**config.mk**
```make
export PLATFORM = sky130hd
export DESIGN_NAME = pipeline_controller_flat
export DESIGN_NICKNAME = d
export VERILOG_FILES = /design/src/rtl/pipeline_controller_pkg.sv /design/src/rtl/pipeline_controller_if.sv /design/src/rtl/pipeline_controller_hazard_detect.sv /design/src/rtl/pipeline_controller.sv /design/src/flat_wrapper.sv
export SDC_FILE = /design/constraint.sdc
export NUM_CORES = 1
export LEC_CHECK = 0
export ABC_AREA = 1
export CAP_MARGIN = 0
export CORE_ASPECT_RATIO = 0.8
export CORE_MARGIN = 2
export CORE_UTILIZATION = 52
export DETAILED_ROUTE_END_ITERATION = 6
export PLACE_DENSITY = 0.86
export SYNTH_ARGS = -nofsm -noshare
export SYNTH_HDL_FRONTEND = slang
export SYNTH_HIERARCHICAL = 1
export SYNTH_SLANG_ARGS = --single-unit
```
**constraint.sdc**
```tcl
create_clock -name clk -period 3.05 [get_ports clk]
set_clock_uncertainty 0.2 [all_clocks]
set_input_delay 0.4575 -clock clk [delete_from_list [all_inputs] [get_ports clk]]
set_output_delay 0.4575 -clock clk [all_outputs]
set_load 0.005 [all_outputs]
```
**src/rtl/pipeline_controller_pkg.sv**
```systemverilog
// Shared constants and FSM encoding for the ARM pipeline sequencer.
package pipeline_controller_pkg;

  localparam int REG_W           = 4;
  localparam int CNT_W_DEF       = 16;
  localparam int MEM_TIMEOUT_DEF = 255;

  typedef enum logic {
    IDLE     = 1'b0,
    MEM_WAIT = 1'b1
  } mem_state_t;

endpackage

```
**src/rtl/pipeline_controller_if.sv**
```systemverilog
// SRAM handshake between the MEM stage, the sequencer and the SRAM controller.
interface pipeline_controller_if;

  logic mem_r_en;
  logic mem_w_en;
  logic mem_ready;
  logic mem_start;

  // Sequencer side: launches accesses and watches for completion.
  modport master (
    input  mem_r_en,
    input  mem_w_en,
    input  mem_ready,
    output mem_start
  );

  // MEM stage / SRAM controller side.
  modport slave (
    output mem_r_en,
    output mem_w_en,
    output mem_ready,
    input  mem_start
  );

endinterface

```
**src/rtl/pipeline_controller_hazard_detect.sv**
```systemverilog
// RAW hazard check between the ID operands and the EXE/MEM destinations.
// With forwarding only a load in EXE forces a stall; without it any pending
// write-back to an operand register does.
module pipeline_controller_hazard_detect
  import pipeline_controller_pkg::*;
(
  input  logic             fwd_en,
  input  logic [REG_W-1:0] id_src1,
  input  logic [REG_W-1:0] id_src2,
  input  logic             id_two_src,
  input  logic             id_uses_src1,
  input  logic [REG_W-1:0] exe_dest,
  input  logic             exe_wb_en,
  input  logic             exe_mem_r_en,
  input  logic [REG_W-1:0] mem_dest,
  input  logic             mem_wb_en,
  output logic             hazard
);

  logic hit_exe;
  logic hit_mem;

  assign hit_exe = (id_uses_src1 & (id_src1 == exe_dest)) |
                   (id_two_src   & (id_src2 == exe_dest));
  assign hit_mem = (id_uses_src1 & (id_src1 == mem_dest)) |
                   (id_two_src   & (id_src2 == mem_dest));

  assign hazard = fwd_en ? (exe_mem_r_en & exe_wb_en & hit_exe)
                         : ((exe_wb_en & hit_exe) | (mem_wb_en & hit_mem));

endmodule

```
**src/rtl/pipeline_controller.sv**
```systemverilog
// Central sequencer for the 5-stage pipeline: SRAM wait FSM, hazard/branch
// freeze-flush priority and a saturating stall-cycle counter.
//
//  state    | meaning
//  IDLE     | no SRAM access in flight; a MEM-stage request launches one
//  MEM_WAIT | access launched, whole pipeline held until ready or timeout
module pipeline_controller
  import pipeline_controller_pkg::*;
#(
  parameter int CNT_W       = CNT_W_DEF,
  parameter int MEM_TIMEOUT = MEM_TIMEOUT_DEF
)
(
  input  logic                 clk,
  input  logic                 rst,
  pipeline_controller_if.master mem_bus,
  input  logic                 fwd_en,
  input  logic [REG_W-1:0]     id_src1,
  input  logic [REG_W-1:0]     id_src2,
  input  logic                 id_two_src,
  input  logic                 id_uses_src1,
  input  logic [REG_W-1:0]     exe_dest,
  input  logic                 exe_wb_en,
  input  logic                 exe_mem_r_en,
  input  logic [REG_W-1:0]     mem_dest,
  input  logic                 mem_wb_en,
  input  logic                 branch_taken,
  output logic                 freeze_front,
  output logic                 flush_if_reg,
  output logic                 flush_id_reg,
  output logic                 freeze_all,
  output logic                 mem_error,
  output logic [CNT_W-1:0]     stall_cycles
);

  localparam int WAIT_W = $clog2(MEM_TIMEOUT + 1);

  mem_state_t        state;
  logic [WAIT_W-1:0] wait_cnt;
  logic              hazard;
  logic              req;
  logic              timeout;
  logic              mem_start_c;

  pipeline_controller_hazard_detect u_hazard (
    .fwd_en       (fwd_en),
    .id_src1      (id_src1),
    .id_src2      (id_src2),
    .id_two_src   (id_two_src),
    .id_uses_src1 (id_uses_src1),
    .exe_dest     (exe_dest),
    .exe_wb_en    (exe_wb_en),
    .exe_mem_r_en (exe_mem_r_en),
    .mem_dest     (mem_dest),
    .mem_wb_en    (mem_wb_en),
    .hazard       (hazard)
  );

  assign req     = mem_bus.mem_r_en | mem_bus.mem_w_en;
  assign timeout = (state == MEM_WAIT) & ~mem_bus.mem_ready &
                   (wait_cnt == WAIT_W'(MEM_TIMEOUT));
  assign mem_bus.mem_start = mem_start_c;

  // Output priority: SRAM hold beats branch flush beats hazard bubble; all quiet in reset.
  always_comb begin
    mem_start_c  = 1'b0;
    freeze_all   = 1'b0;
    freeze_front = 1'b0;
    flush_if_reg = 1'b0;
    flush_id_reg = 1'b0;
    if (rst) begin
      case (state)
        IDLE: begin
          if (req) begin
            mem_start_c = 1'b1;
            freeze_all  = 1'b1;
          end
        end
        MEM_WAIT: freeze_all = ~mem_bus.mem_ready & ~timeout;
        default: ;
      endcase
      if (!freeze_all) begin
        if (branch_taken) begin
          flush_if_reg = 1'b1;
          flush_id_reg = 1'b1;
        end else if (hazard) begin
          freeze_front = 1'b1;
          flush_id_reg = 1'b1;
        end
      end
    end
  end

  // SRAM wait FSM, timeout tracking, sticky error and stall counter.
  always_ff @(posedge clk) begin
    if (!rst) begin
      state        <= IDLE;
      wait_cnt     <= '0;
      mem_error    <= 1'b0;
      stall_cycles <= '0;
    end else begin
      case (state)
        IDLE: begin
          wait_cnt <= '0;
          if (req) state <= MEM_WAIT;
        end
        MEM_WAIT: begin
          if (mem_bus.mem_ready) begin
            state    <= IDLE;
            wait_cnt <= '0;
          end else if (timeout) begin
            state     <= IDLE;
            wait_cnt  <= '0;
            mem_error <= 1'b1;
          end else begin
            wait_cnt <= wait_cnt + WAIT_W'(1);
          end
        end
        default: state <= IDLE;
      endcase
      if ((freeze_all | freeze_front) && (stall_cycles != '1))
        stall_cycles <= stall_cycles + CNT_W'(1);
    end
  end

endmodule

```
**src/flat_wrapper.sv**
```systemverilog
// flat-port wrapper written by rule: the top's interface ports become plain ports
module pipeline_controller_flat import pipeline_controller_pkg::*;
#(
  parameter int CNT_W       = CNT_W_DEF,
  parameter int MEM_TIMEOUT = MEM_TIMEOUT_DEF
)
  (clk, rst, fwd_en, id_src1, id_src2, id_two_src, id_uses_src1, exe_dest, exe_wb_en, exe_mem_r_en, mem_dest, mem_wb_en, branch_taken, freeze_front, flush_if_reg, flush_id_reg, freeze_all, mem_error, stall_cycles, mem_bus_mem_r_en, mem_bus_mem_w_en, mem_bus_mem_ready, mem_bus_mem_start);
  pipeline_controller_if mem_bus_i ();
  input  logic clk;
  input  logic rst;
  input  logic fwd_en;
  input  logic [REG_W-1:0] id_src1;
  input  logic [REG_W-1:0] id_src2;
  input  logic id_two_src;
  input  logic id_uses_src1;
  input  logic [REG_W-1:0] exe_dest;
  input  logic exe_wb_en;
  input  logic exe_mem_r_en;
  input  logic [REG_W-1:0] mem_dest;
  input  logic mem_wb_en;
  input  logic branch_taken;
  output logic freeze_front;
  output logic flush_if_reg;
  output logic flush_id_reg;
  output logic freeze_all;
  output logic mem_error;
  output logic [CNT_W-1:0] stall_cycles;
  input wire logic [$bits(mem_bus_i.mem_r_en)-1:0] mem_bus_mem_r_en;
  input wire logic [$bits(mem_bus_i.mem_w_en)-1:0] mem_bus_mem_w_en;
  input wire logic [$bits(mem_bus_i.mem_ready)-1:0] mem_bus_mem_ready;
  output wire logic [$bits(mem_bus_i.mem_start)-1:0] mem_bus_mem_start;
  assign mem_bus_i.mem_r_en = mem_bus_mem_r_en;
  assign mem_bus_i.mem_w_en = mem_bus_mem_w_en;
  assign mem_bus_i.mem_ready = mem_bus_mem_ready;
  assign mem_bus_mem_start = mem_bus_i.mem_start;
  pipeline_controller #(.CNT_W(CNT_W), .MEM_TIMEOUT(MEM_TIMEOUT)) u_core (.clk(clk), .rst(rst), .mem_bus(mem_bus_i), .fwd_en(fwd_en), .id_src1(id_src1), .id_src2(id_src2), .id_two_src(id_two_src), .id_uses_src1(id_uses_src1), .exe_dest(exe_dest), .exe_wb_en(exe_wb_en), .exe_mem_r_en(exe_mem_r_en), .mem_dest(mem_dest), .mem_wb_en(mem_wb_en), .branch_taken(branch_taken), .freeze_front(freeze_front), .flush_if_reg(flush_if_reg), .flush_id_reg(flush_id_reg), .freeze_all(freeze_all), .mem_error(mem_error), .stall_cycles(stall_cycles));
endmodule
```
After elaboration in Yosys (flattened, before gate mapping)
Cells that the tools add are included.

Add/sub/neg operators: 2. Equality and inequality tests: 6. Mux-type cells: 23. Bitwise operators: 19. Reduce and logical (&&, ||, !) cells: 2.

Operator list (count): two-way mux 1 bit (18); adder 16 x 1 -> 16 bit, second input constant (1); equality test 4 bit (4); two-way mux 8 bit (2); inequality test 16 bit, second input constant (1); case mux 8 bit (2 select lines) (1); AND 1 bit (11); adder 8 x 1 -> 8 bit, second input constant (1); equality test 8 bit, second input constant (1); OR 1 bit (5); case mux 1 bit (2 select lines) (2); inverter 1 bit (3); AND reduction 3 bit (1); logical AND 1 bit (1).

Bits in registers: 26. Output and inout port bits: 22. Logic and storage cells: 56.

Depth between registers and ports, before layout
Gate-level depths: netlist (run 1).

Depth in word-level cells: 12. Mapped depth: 14. Mapped depth without buffers: 14.

Cells and area by module
Netlist (run 1), hierarchy kept.

Modules (own cells, without submodules): pipeline_controller (times used 1, cells each 209, area each 1472.7 µm²); pipeline_controller_hazard_detect (times used 1, cells each 73, area each 310.3 µm²).

Worst setup path before layout (run 1)
Ideal clock, no wire load.

Path type: reg2out. Start point: register u_core.wait_cnt[0]. End point: output port freeze_all. Arrival: 1284 ps. Setup slack: 1109 ps. Cell stages (with the launch flop): 8. Path buffers: 1. Cells stage by stage: dfxtp_1 > ha_1 > nand2_1 > nor2_2 > nand2_1 > nand3_1 > clkbuf_1 > nand2_1.

Cells in the longest elaborated chain, start to end: 7.

RTL lines: start, declared (RTL line pipeline_controller.sv:39) `logic [WAIT_W-1:0] wait_cnt;`; start signal, assigned (RTL line pipeline_controller.sv:116) `wait_cnt <= wait_cnt + WAIT_W'(1);`; equality test 8 bit (RTL line pipeline_controller.sv:61) `(wait_cnt == WAIT_W'(MEM_TIMEOUT));`; AND 1 bit (RTL line pipeline_controller.sv:60) `assign timeout = (state == MEM_WAIT) & ~mem_bus.mem_ready &`; inverter 1 bit (RTL line pipeline_controller.sv:79) `MEM_WAIT: freeze_all = ~mem_bus.mem_ready & ~timeout;`; AND 1 bit (RTL line pipeline_controller.sv:79); case mux 1 bit (2 select lines) (RTL line pipeline_controller.sv:72) `case (state)`; two-way mux 1 bit (2 in series) (RTL line pipeline_controller.sv:71) `if (rst) begin`; end, declared (RTL line flat_wrapper.sv:25) `output logic freeze_all;`.

No other way between the ends. The select of a mux whose other input is x is not followed.

Final worst setup path (run 1)
Start point: register u_core.wait_cnt[0]. End point: output port flush_if_reg.

Cells in the longest elaborated chain, start to end: 8.

RTL lines: equality test 8 bit (RTL line pipeline_controller.sv:61); AND 1 bit (RTL line pipeline_controller.sv:60); inverter 1 bit (RTL line pipeline_controller.sv:79); AND 1 bit (RTL line pipeline_controller.sv:79); case mux 1 bit (2 select lines) (RTL line pipeline_controller.sv:72); two-way mux 1 bit (RTL line pipeline_controller.sv:71); two-way mux 1 bit (RTL line pipeline_controller.sv:82) `if (!freeze_all) begin`; two-way mux 1 bit (RTL line pipeline_controller.sv:71); end, declared (RTL line flat_wrapper.sv:23) `output logic flush_if_reg;`.

No other way between the ends. The select of a mux whose other input is x is not followed.

==> results of run 1 <==
[cell usage in the layout (no fill, tap or decap), drive strengths merged]
| cell type | instances |
|---|---|
| a21oi | 15 |
| nand3b | 2 |
| a31oi | 1 |
| nor3 | 3 |
| a21boi | 1 |
| dlymetal6s2s | 2 |
| xnor2 | 7 |
| nor2 | 52 |
| nor3b | 1 |
| clkbuf | 3 |
| bufinv | 1 |
| dfxtp | 26 |
| o21ai | 6 |
| ha | 2 |
| xor2 | 6 |
| clkdlybuf4s50 | 47 |
| nand2 | 90 |
| nand3 | 27 |
| inv | 33 |
| or2 | 1 |
| buf | 3 |
| nand4 | 3 |
[synthesized netlist by cell type]
master	n
a31oi_1	1
nand3_4	1
inv_2	5
inv_1	28
o21ai_0	3
nor3_4	1
nor2_2	1
xnor2_1	7
nand4_1	3
ha_1	2
nor3_1	2
buf_8	1
nor3b_1	1
buf_1	1
a21boi_0	1
o21ai_1	3
nor2_4	3
or2_2	1
clkbuf_1	1
nand3b_1	2
a21oi_2	10
xor2_1	6
nand2_4	1
dfxtp_1	26
nand3_1	26
nand2_1	87
nand2_8	1
nor2_1	48
a21oi_1	5
buf_2	3
nand2_2	1
[power groups by stage]
stage	logic, mW	registers, mW	clock network (mW)
after floorplan	0.0757	0.358	0
after global placement	0.142	0.359	0
after detailed placement	0.143	0.359	0
after CTS	0.145	0.351	0.292
after global routing	0.159	0.352	0.305
final	0.145	0.351	0.287
[cells by family (layout without fill, tap and decap cells)]
logic type / after synthesis / in the layout / share of synthesized area [%]
AOI/OAI and AO/OA: 23 / 23 / 8.77
xor gates and xnor gates: 13 / 13 / 6.39
adders and majority gates: 2 / 2 / 1.40
buffers and inverters: 39 / 89 / 9.05
DFF: 26 / 26 / 29.2
and+or+nand+nor: 179 / 179 / 45.2
[cell type report]
| class | count | area (um2) |
|---|---|---|
| Tap cell | 40 | 50.0 |
| Clock inverter | 1 | 30.0 |
| Multi-Input combinational cell | 217 | 1100 |
| Fill cell | 265 | 791 |
| Timing Repair Buffer | 52 | 518 |
| Inverter | 33 | 124 |
| Sequential cell | 26 | 520 |
| Clock buffer | 3 | 41.3 |
[worst paths after layout]
check / from / to / slack (ns) / depth (start not counted)
max reg2reg: u_core/wait_cnt[0] / u_core/stall_cycles[2] / 0.96 / 10
max: u_core/wait_cnt[0] / flush_if_reg / 0.29 / 8
min reg2reg: u_core/wait_cnt[0] / u_core/wait_cnt[0] / 0.25 / 1
min: u_core/wait_cnt[0] / u_core/wait_cnt[0] / 0.25 / 1
[routing by layer]
metal / up-vias / part of all wire [%] / track usage [%]
li1: 978 / - / -
met1: 800 / 49 / 30.3
met2: 62 / 43 / 34.1
met3: 4 / 7.2 / 5.03
met4: 0 / 1.2 / 7.84
met5: - / 0 / 0
[sequential cells by signal, summed over array words and instances, names as in the netlist]
register and count:
u_core/stall_cycles 16, u_core/wait_cnt 8, u_core/mem_error 1, u_core/state 1
==> out/metrics.csv, run 1 <==
stage;metric;value;unit
power;Clk pwr share;36.6;%
clock_tree;# clock sinks;26;
sta;WHS;0.254;ns
grt;largest net degree at the start of global routing;17;
floorplanning;Die ar.;3920;um2
placed_design;input/output buffers;49;
logic_synthesis;Netlist cell types;31;
critical_path;Worst path max stage delay;0.55;ns
grt;global-route wire length before repair;7000;um
grt;Total GRT Usage;22.1;%
power;Lkg Pwr;1.04;nW
clock_tree;Clock Tree Buf Depth;2;
critical_path;CP Cell Sequence;ha_1 -> nand2_1 -> nor2_2 -> nand2_1 -> nand2_1 -> o21ai_0 -> nor3_1 -> clkdlybuf4s50_1;
critical_path;Crit. End Element;primary output;
sta;Max-slew headroom;72.8;%
logic_synthesis;synthesis warning total;6;
route;final antenna-violating net count;0;
floorplanning;I/O pins;50;
sta;fmax;362;MHz
placed_design;Final HPWL DP;3340;um
floorplanning;row cnt;18;
layout;Layout area overhead;33.8;%
power;Combinational Power Share;18.5;%
clock_tree;CTS tree;built;
critical_path;critical path class;reg -> out;
route;total number of vias;1844;
run_status;run status;finished clean;
power;Net Sw Power;0.190;mW
placed_design;placed inst area;2310;um2
logic_synthesis;Mean Syn Cell Area;6.32;um2
critical_path;most used cell, CP;nand2_1;
floorplanning;Die Width;69.5;um
clock_tree;CTS Buf Count;3;
power;switch share;24.3;%
route;final wirelength;4230;um
layout;cell area after layout;2380;um2
logic_synthesis;synth top area cells;dfxtp_1 29%, nand2_1 18%, nor2_1 10%;
layout;fraction of layout cells with a size suffix above 1;9.64;%
floorplanning;Die Y;56.4;um
sta;pins over their slew limit;0;
sta;RSZ-0062 raised after global routing;false;
sta;final hold viol count;0;
clock_tree;CTS resizes;0;
logic_synthesis;area leader, netlist;dfxtp_1;
route;DR WL/cell;11.4;um
sta;fin crit period;2.76;ns
logic_synthesis;Mapped Cells;282;
route;drt via density;4.96;
floorplanning;core box area;3180;um2
power;Pint;0.592;mW
layout;filler-free cell count of the finished design;372;
placed_design;placed cell count;368;
route;first-pass detailed-route iteration total;4;
grt;vias in the first global route;1611;
logic_synthesis;Mapped Area;1780;um2
power;Seq pwr share;44.9;%
sta;Setup TNS;0;ns
power;pwr dens;328;nW/um2
sta;worst setup margin;0.289;ns
sta;final cycle utilization of the critical path;90.5;%
power;VDD IR max;192;uV
clock_tree;worst-skew pair later-pin latency;0.27;ns
critical_path;WP data arrival;2.10;ns
floorplanning;Starting Density;56.1;%
route;DR iter-0 viols;141;
clock_tree;H-tree levels;1;
clock_tree;Post-CTS Hold Buffers;0;
placed_design;gp weighted congestion;0.808;
clock_tree;Post-CTS Setup Inserts;0;
logic_synthesis;post-synthesis sequential area ratio;29.2;%
grt;grt total ovfl;0;
layout;ANT cells;0;
sta;Worst Tran Pin Value;0.403;ns
placed_design;Placement Setup Slack;0.115;ns
route;# DRC;0;
power;post-route total power;0.782;mW
critical_path;CP top delay family;simple AND/OR/NAND/NOR gates;
clock_tree;Worst-path clk slew;0.09;ns
logic_synthesis;top-area cell type share of the netlist area;29.2;%
layout;Final #Nets;363;
sta;Final setup viols;0;
run;max-cap violations;0;
critical_path;Slowest-stage cell, CP;clkdlybuf4s50_1;
critical_path;CP bufs+invs;1;
grt;initial antenna violation count;0;
logic_synthesis;syn_nets;312;
layout;final core utilization;75.1;%
critical_path;launching element type of the critical path;flop;
critical_path;crit path max fanout;4;
critical_path;Required @ worst endpoint;2.39;ns
worst_hold_path;worst min path class;reg -> reg;
clock_tree;Root Driver;clkbuf_8;
logic_synthesis;Yosys reg bits;26;
No activity file was read; power rests on OpenSTA's default activity.
==> inputs of run 2 (changes only) <==
CORE_UTILIZATION = 53   (was 52)
CTS_BUF_LIST = sky130_fd_sc_hd__clkbuf_8   (was default)
PLACE_DENSITY = 0.95   (was 0.86)
==> run 2 against run 1 <==
Against the previous run: global-route usage is 2.0 points higher; hold slack gained 0.0099 ns; design area unchanged; utilization increased by 0.54 points; first-iteration DRC count fell by 13%; highest routed layer unchanged.
==> out/metrics.csv, run 2 (synthesis results as in run 1) <==
stage;metric;value;unit;change
run_status;run status;finished clean;;unchanged
grt;Total GRT Usage;24.1;%;was 22.1%
sta;RSZ-0062 raised after global routing;false;;unchanged
worst_hold_path;Worst Hold Launch;u_core/wait_cnt[0];;unchanged
layout;Final #Nets;363;;unchanged
clock_tree;# clock sinks;26;;unchanged
power;Seq pwr share;44.8;%;was 44.9%
critical_path;Worst path max stage delay;0.55;ns;about the same
route;drt via density;5.11;;was 4.96
critical_path;CP bufs+invs;1;;unchanged
power;post-route total power;0.786;mW;was 0.782 mW
layout;Biggest register;u_core/stall_cycles;;unchanged
placed_design;Placement Setup Slack;0.142;ns;was 0.115 ns
critical_path;r2r setup slk;0.92;ns;was 0.96 ns
placed_design;placed inst area;2310;um2;unchanged
route;DR iter-0 viols;122;;was 141
critical_path;CP Cell Sequence;ha_1 -> nand2_1 -> nor2_2 -> nand2_1 -> nand2_1 -> o21ai_0 -> nor3_1 -> clkdlybuf4s50_1;;unchanged
critical_path;WP data arrival;2.16;ns;was 2.10 ns
layout;filler-free cell count of the finished design;372;;unchanged
critical_path;critical path class;reg -> out;;unchanged
critical_path;launching element type of the critical path;flop;;unchanged
grt;initial antenna violation count;0;;unchanged
sta;final cycle utilization of the critical path;92.5;%;was 90.5%
critical_path;Worst R2R Path Depth;10;;unchanged
power;pwr dens;330;nW/um2;was 328 nW/um2
floorplanning;I/O pins;50;;unchanged
run;max-cap violations;0;;unchanged
clock_tree;Post-CTS Hold Buffers;0;;unchanged
floorplanning;Die Y;55.9;um;was 56.4 um
critical_path;CP top delay family;simple AND/OR/NAND/NOR gates;;unchanged
critical_path;crit path max fanout;4;;unchanged
sta;WHS;0.264;ns;was 0.254 ns
floorplanning;Die Width;68.8;um;was 69.5 um
layout;most frequent cells in the layout;87 x nand2_1, 48 x nor2_1, 47 x clkdlybuf4s50_1, 28 x inv_1;;unchanged
power;Lkg Pwr;1.04;nW;about the same
critical_path;Crit. End Element;primary output;;unchanged
sta;pins over their slew limit;0;;unchanged
layout;fraction of layout cells with a size suffix above 1;9.64;%;unchanged
floorplanning;Die ar.;3850;um2;was 3920 um2
route;final wirelength;4410;um;was 4230 um
clock_tree;Root Driver;clkbuf_8;;unchanged
route;DR WL/cell;11.9;um;was 11.4 um
critical_path;Slowest-stage cell, CP;clkdlybuf4s50_1;;unchanged
layout;cell area after layout;2380;um2;unchanged
sta;Worst Tran Pin Value;0.479;ns;was 0.403 ns
floorplanning;row cnt;18;;unchanged
route;total number of vias;1900;;was 1,844
layout;Layout area overhead;33.8;%;unchanged
sta;fin crit period;2.82;ns;was 2.76 ns
placed_design;placed cell count;368;;unchanged
sta;Final setup viols;0;;unchanged
sta;Setup TNS;0;ns;unchanged
power;Clk pwr share;36.8;%;was 36.6%
worst_hold_path;worst min path class;reg -> reg;;unchanged
clock_tree;CTS tree;built;;unchanged
sta;fmax;355;MHz;was 362 MHz
layout;ANT cells;0;;unchanged
clock_tree;H-tree levels;1;;unchanged
layout;max FFs per register;16;;unchanged
grt;vias in the first global route;1708;;was 1,611
layout;largest registers;u_core/stall_cycles (16), u_core/wait_cnt (8);;unchanged
route;# DRC;0;;unchanged
grt;largest net degree at the start of global routing;17;;unchanged
grt;global-route wire length before repair;7220;um;was 7000 um
power;VDD IR max;191;uV;was 192 uV
placed_design;input/output buffers;49;;unchanged
sta;final hold viol count;0;;unchanged
critical_path;most used cell, CP;nand2_1;;unchanged
worst_hold_path;Hold EP;u_core/wait_cnt[0];;unchanged
clock_tree;worst-skew pair later-pin latency;0.27;ns;about the same
layout;final core utilization;75.6;%;was 75.1%
worst_hold_path;Hold Path Depth;1;;unchanged
floorplanning;core box area;3150;um2;was 3180 um2
placed_design;gp weighted congestion;0.845;;was 0.808
floorplanning;Starting Density;56.5;%;was 56.1%
critical_path;Required @ worst endpoint;2.39;ns;about the same
clock_tree;CTS Buf Count;3;;unchanged
power;Pint;0.592;mW;about the same
sta;worst setup margin;0.229;ns;was 0.289 ns
critical_path;Worst R2R Start;u_core/wait_cnt[0];;unchanged
power;Net Sw Power;0.194;mW;was 0.190 mW
layout;commonest non-fill, non-tap cell in the layout;nand2_1;;unchanged
clock_tree;Worst-path clk slew;0.09;ns;about the same
clock_tree;Clock Tree Buf Depth;2;;unchanged
sta;Max-slew headroom;67.7;%;was 72.8%
route;final antenna-violating net count;0;;unchanged
critical_path;Setup crit start;u_core/wait_cnt[0];;unchanged
power;switch share;24.6;%;was 24.3%
route;first-pass detailed-route iteration total;4;;unchanged
power;Combinational Power Share;18.5;%;about the same
critical_path;R2R Path End;u_core/stall_cycles[11];;was u_core/stall_cycles[2]
clock_tree;Post-CTS Setup Inserts;0;;unchanged
grt;grt total ovfl;0;;unchanged
placed_design;Final HPWL DP;3370;um;was 3340 um
[run 2: how the worst max path moves through the flow]
| stage | endpoint | slack, ns | cells past startpoint |
|---|---|---|---|
| 4_1_cts | freeze_front | 0.13 | 12 |
| 3_3_place_gp | freeze_front | 0.14 | 12 |
| 3_5_place_dp | freeze_front | 0.14 | 12 |
| 2_1_floorplan | freeze_all | 1.11 | 7 |
| 6_report | flush_if_reg | 0.23 | 8 |
| 5_1_grt | flush_if_reg | 0.13 | 8 |
[run 2: routing by layer]
layer / share of wire [%] / track usage [%] / vias to the layer above
met5: 0 / 0 / -
met4: 0.32 / 5.32 / 0
met3: 7.2 / 5.67 / 2
met2: 47 / 37.9 / 70
met1: 46 / 33.3 / 848
li1: - / - / 980
[run 2: power by group through the flow]
stage	combinational, mW	sequential (mW)	clock [mW]
2_1_floorplan	0.0757	0.358	0
3_3_place_gp	0.141	0.359	0
3_5_place_dp	0.144	0.360	0
4_1_cts	0.145	0.352	0.293
5_1_grt	0.161	0.352	0.298
6_report	0.145	0.352	0.289
[run 2: layout make-up]
type	count	area, um2
tap	40	50.0
fill	253	768
multi-input combinational	217	1100
clock inverter	1	30.0
inverter	33	124
clock buffer	3	41.3
timing repair buffer	52	518
sequential	26	520
[run 2: what timing repair did]
| item | in CTS | in global routing |
|---|---|---|
| resized for setup | 0 | 2 |
| endpoints found under the setup margin | 0 | 2 |
| endpoints found under the hold margin | 0 | 0 |
